--- src/rtl/ama_appr4_acc.sv ---
// rtl/ama_appr4_acc.sv - packet accumulator on a hybrid AMA approximation-4 / exact ripple adder.
// Optional exact-adder error monitor: define AMA_ERR_MON_EN.
module ama_appr4_acc #(
    parameter int WIDTH     = 24,
    parameter int APPR_BITS = 6,
    parameter int CNT_W     = 16
) (
    input  logic             clk,
    input  logic             rst_n,
    input  logic             clr,
    input  logic             in_valid,
    output logic             in_ready,
    input  logic [WIDTH-1:0] in_data,
    input  logic             in_last,
    output logic             out_valid,
    input  logic             out_ready,
    output logic [WIDTH-1:0] out_sum,
    output logic             out_cout,
    output logic [CNT_W-1:0] out_count,
    output logic [CNT_W-1:0] err_cnt
);

    typedef enum logic [1:0] {S_IDLE, S_ACC, S_HOLD} state_t;

    state_t            r_state;
    logic [WIDTH-1:0]  r_acc;
    logic              r_cout;
    logic [CNT_W-1:0]  r_count;
    logic              r_out_valid;

    logic [WIDTH-1:0]  w_hyb_sum;
    logic              w_hyb_cout;
    logic              w_accept;

    // Low cells pass A straight through as the carry; upper bits ripple exactly.
    always_comb begin
        logic c;
        c          = 1'b0;
        w_hyb_sum  = '0;
        for (int i = 0; i < WIDTH; i++) begin
            if (i < APPR_BITS) begin
                w_hyb_sum[i] = c & (~r_acc[i] | in_data[i]);
                c            = r_acc[i];
            end else begin
                w_hyb_sum[i] = r_acc[i] ^ in_data[i] ^ c;
                c            = (r_acc[i] & in_data[i]) | (c & (r_acc[i] ^ in_data[i]));
            end
        end
        w_hyb_cout = c;
    end

    assign in_ready  = (r_state != S_HOLD);
    assign w_accept  = in_valid && in_ready;
    assign out_valid = r_out_valid;
    assign out_sum   = r_acc;
    assign out_cout  = r_cout;
    assign out_count = r_count;

    always_ff @(posedge clk or negedge rst_n) begin
        if (!rst_n) begin
            r_state     <= S_IDLE;
            r_acc       <= '0;
            r_cout      <= 1'b0;
            r_count     <= '0;
            r_out_valid <= 1'b0;
        end else if (clr) begin
            r_state     <= S_IDLE;
            r_acc       <= '0;
            r_cout      <= 1'b0;
            r_count     <= '0;
            r_out_valid <= 1'b0;
        end else begin
            case (r_state)
                S_IDLE: begin
                    if (w_accept) begin
                        r_acc       <= in_data;
                        r_cout      <= 1'b0;
                        r_count     <= CNT_W'(1);
                        r_state     <= in_last ? S_HOLD : S_ACC;
                        r_out_valid <= in_last;
                    end
                end
                S_ACC: begin
                    if (w_accept) begin
                        r_acc  <= w_hyb_sum;
                        r_cout <= r_cout | w_hyb_cout;
                        if (r_count != {CNT_W{1'b1}})
                            r_count <= r_count + CNT_W'(1);
                        if (in_last) begin
                            r_state     <= S_HOLD;
                            r_out_valid <= 1'b1;
                        end
                    end
                end
                S_HOLD: begin
                    if (out_ready) begin
                        r_state     <= S_IDLE;
                        r_acc       <= '0;
                        r_cout      <= 1'b0;
                        r_count     <= '0;
                        r_out_valid <= 1'b0;
                    end
                end
                default: begin
                    r_state     <= S_IDLE;
                    r_out_valid <= 1'b0;
                end
            endcase
        end
    end

`ifdef AMA_ERR_MON_EN
    logic [WIDTH:0]   w_exact;
    logic             w_err;
    logic [CNT_W-1:0] r_err_cnt;

    assign w_exact = {1'b0, r_acc} + {1'b0, in_data};
    assign w_err   = (w_exact[WIDTH-1:0] != w_hyb_sum) || (w_exact[WIDTH] != w_hyb_cout);

    // Survives clr on purpose: it is a long-run quality statistic.
    always_ff @(posedge clk or negedge rst_n) begin
        if (!rst_n)
            r_err_cnt <= '0;
        else if (!clr && (r_state == S_ACC) && w_accept && w_err && (r_err_cnt != {CNT_W{1'b1}}))
            r_err_cnt <= r_err_cnt + CNT_W'(1);
    end

    assign err_cnt = r_err_cnt;
`else
    assign err_cnt = '0;
`endif

endmodule

--- config.mk ---
export PLATFORM = sky130hd
export DESIGN_NAME = ama_appr4_acc
export DESIGN_NICKNAME = d
export VERILOG_FILES = /design/src/rtl/ama_appr4_acc.sv
export SDC_FILE = /design/constraint.sdc
export NUM_CORES = 1
export LEC_CHECK = 0
export ABC_AREA = 1
export ABC_CLOCK_PERIOD_IN_PS = 9300
export CAP_MARGIN = 20
export CORE_MARGIN = 3
export CORE_UTILIZATION = 49
export CTS_BUF_LIST = sky130_fd_sc_hd__clkbuf_8
export DETAILED_ROUTE_END_ITERATION = 10
export PLACE_DENSITY = 0.91
export SYNTH_ARGS = -nofsm -noshare
export SYNTH_HDL_FRONTEND = slang
export SYNTH_SLANG_ARGS = --single-unit
--- constraint.sdc ---
create_clock -name clk -period 9.3 [get_ports clk]
set_input_delay 1.395 -clock clk [delete_from_list [all_inputs] [get_ports clk]]
set_output_delay 1.395 -clock clk [all_outputs]
set_load 0.03 [all_outputs]
==> flow_metrics.env, run 1 <==
export IMPL_antenna_found_initial=0
export IMPL_min_period_ps=8860
export IMPL_max_cap_violations=0
export IMPL_worstPathMaxFanout=2
export IMPL_holdWs_ps=561
export IMPL_port_buffers=72
export IMPL_rr_worst_depth=22
export IMPL_antenna_left=0
export IMPL_layout_common_cells="clkdlybuf4s50_1 (71), nand2_1 (70), inv_1 (69)"
export IMPL_power_density_nw_per_um2=240
export IMPL_ys_warn_count=0
export IMPL_synthTopCellsByArea="dfrtp_1 (36%), fa_1 (12%), nand2_1 (8.8%)"
export IMPL_netlist_area_um2=2990
export IMPL_pwr_share_comb_pct=55.8
export IMPL_drive_gt1_share_pct=4.21
export IMPL_wl_per_cell_um=14.6
export IMPL_nets=503
export IMPL_p_sw_w=0.000425
export IMPL_num_rows=27
export IMPL_path_class="in -> reg"
export IMPL_cts_buffers=5
export IMPL_p_clk_share_pct=15.8
export IMPL_power_w=0.000905
export IMPL_clk_pin_slew_ps=80
export IMPL_drc=0
export IMPL_firstDrtPassIters=5
export IMPL_dpl_worst_slack_ps=140
export IMPL_worst_ep_arrival_time_ps=9040
export IMPL_initialDrtViolationCount=246
export IMPL_worstMarginPinSlew_ps=1010
export IMPL_critical_path_most_common_cell="fa_1"
export IMPL_drv_slew=0
export IMPL_seqPwrFrac_pct=28.4
export IMPL_start_util_pct=52.4
export IMPL_cts_sinks=43
export IMPL_gr_total_overflow=0
export IMPL_synthCells=383
export IMPL_synth_cell_types=28
export IMPL_totalWireLength_um=7620
export IMPL_grt_pass1_vias=2713
export IMPL_gp_congestion=0.842
export IMPL_postSynthAreaPerCell_um2=7.81
export IMPL_cp_start_kind="primary input"
export IMPL_fin_ws_ps=444
export IMPL_fin_area_um2=3780
export IMPL_grt_max_degree=55
export IMPL_sw_frac_of_total_pct=47.0
export IMPL_hold_buffers=0
export IMPL_viasPerCell=5.31
export IMPL_hold_path_class="reg -> reg"
export IMPL_r2r_setup_slack_ps=1640
export IMPL_track_usage_pct=22.1
export IMPL_seq_area_frac_synth_pct=36.0
export IMPL_slowest_stage="clkdlybuf4s50_1"
export IMPL_max_clock_path_buffers=2
export IMPL_skew_ps=7.30
export IMPL_end_kind="flip-flop"
export IMPL_grt_pass1_wl_um=12800
export IMPL_cts_tree="done"
export IMPL_cp_slowest_stage_delay_ps=460
export IMPL_fillers=455
export IMPL_rr_endpoint="out_sum[23]$_DFFE_PN0P_"
export IMPL_clockRootBuffer="clkbuf_8"
export IMPL_dpl_hpwl_um=5700
export IMPL_hold_path_end="out_cout$_DFFE_PN0P_"
export IMPL_min_path_cells=2
export IMPL_hp_start="out_cout$_DFFE_PN0P_"
export IMPL_p_leak_nw=1.67
export IMPL_finalSetupTns_ps=0
export IMPL_setup_viol_count_final=0
export IMPL_rr_startpoint="out_sum[5]$_DFFE_PN0P_"
export IMPL_design_die_area_um2=7080
export IMPL_n_antenna_cell=0
export IMPL_ir_drop_mv=0.169
export IMPL_insertion_delay_ps=300
export IMPL_cts_resized=0
export IMPL_multi_input_area_um2=1520
export IMPL_num_vias=2777
export IMPL_area_delta_synth_final_pct=26.2
export IMPL_layout_commonest_cell="clkdlybuf4s50_1"
export IMPL_synth_top_cell_by_area="dfrtp_1"
export IMPL_io_pins=89
export IMPL_core_area_um2=5710
export IMPL_synth_top_cell_area_share_pct=36.0
export IMPL_rsz0062_at_grt="false"
export IMPL_die_w_um=84.2
export IMPL_max_slew_margin_pct=33.0
export IMPL_required_ps=9480
export IMPL_ys_seq_elements=43
export IMPL_regArea_um2=1080
export IMPL_p_int_w=0.000480
export IMPL_fmax_ghz=0.113
export IMPL_outcome="completed"
export IMPL_post_cts_setup_buffers=0
export IMPL_hold_viol_final=0
export IMPL_fin_crit_sh_pct=95.2
export IMPL_crit_chain="clkdlybuf4s50_1 -> inv_1 -> fa_1 -> fa_1 -> fa_1 -> fa_1 -> fa_1 -> fa_1 -> fa_1 -> fa_1 -> fa_1 -> fa_1 -> fa_1 -> fa_1 -> fa_1 -> fa_1 -> fa_1 -> inv_1 -> fa_1 -> fa_1 -> fa_1 -> a22oi_1 -> o21ai_1"
export IMPL_htreeDepth=2
export IMPL_dpl_cell_area_um2=3670
export IMPL_die_height_um=84.2
==> layout make-up <==
class / count / area share (%)
clock inverters: 2 / 0.894
clock buffers: 5 / 1.82
multi-input cells: 257 / 40.2
well taps: 72 / 2.38
flip-flops and latches: 43 / 28.5
repair buffers: 73 / 19.1
inverters: 71 / 7.06
==> state kept, by name, summed over array words and instances (netlist names) <==
signal,cells
out_count,16
out_cout,1
out_sum,24
r_state,2
==> routing by layer <==
layer | up-vias | global-route usage (%) | wire [µm]
met4 | 0 | 6.73 | 138
met3 | 15 | 4.22 | 399
met1 | 1340 | 27.4 | 3170
met5 | - | 0 | 0
met2 | 109 | 38.9 | 3910
li1 | 1313 | - | -
==> Yosys cell counts <==
library cell / instances
o21ai_1: 5
nor2_1: 40
buf_6: 2
clkbuf_1: 2
buf_4: 17
a21oi_1: 9
nand2_2: 4
a22oi_1: 5
a31oi_1: 1
nand2_1: 70
nand3_4: 1
nor3_1: 2
nor2_2: 2
nand4_1: 5
a21oi_4: 1
o21ai_0: 28
conb_1: 1
nand3_1: 24
ha_1: 4
dfrtp_1: 43
o22ai_1: 15
fa_1: 18
buf_2: 6
inv_1: 68
inv_2: 3
a211oi_1: 2
o211ai_1: 3
xor2_1: 2
==> metrics by stage <==
| step | std cells | util [%] |
|---|---|---|
| global route | 523 | 66.2 |
| finish | 523 | 66.2 |
| global placement | 516 | 64.4 |
| detailed placement | 516 | 64.4 |
| CTS | 523 | 66.2 |
| floorplan | 398 | - |
==> how the worst max path moves through the flow <==
stage,startpoint,to,cells past startpoint
after floorplan,in_data[6],out_sum[23]$_DFFE_PN0P_,22
after global placement,in_data[6],out_sum[23]$_DFFE_PN0P_,23
after detailed placement,in_data[6],out_sum[23]$_DFFE_PN0P_,23
after CTS,in_data[6],out_sum[23]$_DFFE_PN0P_,23
after global routing,in_data[6],out_sum[23]$_DFFE_PN0P_,23
final,in_data[6],out_sum[23]$_DFFE_PN0P_,23
==> logic make-up (layout without fill, tap and decap cells) <==
family	count (synthesis)	count (layout)	share of synthesized area (%)
adders and majority gates	22	22	13.7
other	1	16	0.125
and+or+nand+nor	148	148	21.0
buffers and inverters	98	151	15.2
xor gates and xnor gates	2	2	0.585
AOI/OAI and AO/OA	69	69	13.4
DFF	43	43	36.0
==> worst max-delay path: cells and delay by family <==
kind / cells / cell delay [ps]
adders and majority gates: 18 / 6780
AOI/OAI and AO/OA: 2 / 240
buffers and inverters: 3 / 600
==> power by group through the flow <==
| stage | registers [W] | logic (W) | clock network [W] |
|---|---|---|---|
| 4_1_cts | 0.000256 | 0.000504 | 0.000145 |
| 3_3_place_gp | 0.000258 | 0.000478 | 0 |
| 2_1_floorplan | 0.000326 | 0.000280 | 0 |
| 5_1_grt | 0.000261 | 0.000555 | 0.000151 |
| 6_report | 0.000257 | 0.000505 | 0.000143 |
| 3_5_place_dp | 0.000259 | 0.000500 | 0 |
(Power assumes the default switching activity.)
==> run 2, diff against run 1 <==
--- a/config.mk
+++ b/config.mk
@@ -13,6 +13,7 @@
 export CTS_BUF_LIST = sky130_fd_sc_hd__clkbuf_8
 export DETAILED_ROUTE_END_ITERATION = 10
 export PLACE_DENSITY = 0.91
+export SKIP_LAST_GASP = 1
 export SYNTH_ARGS = -nofsm -noshare
 export SYNTH_HDL_FRONTEND = slang
 export SYNTH_SLANG_ARGS = --single-unit
==> results of run 2 <==
Final layout, timing and power as in run 1 (identical DEF).
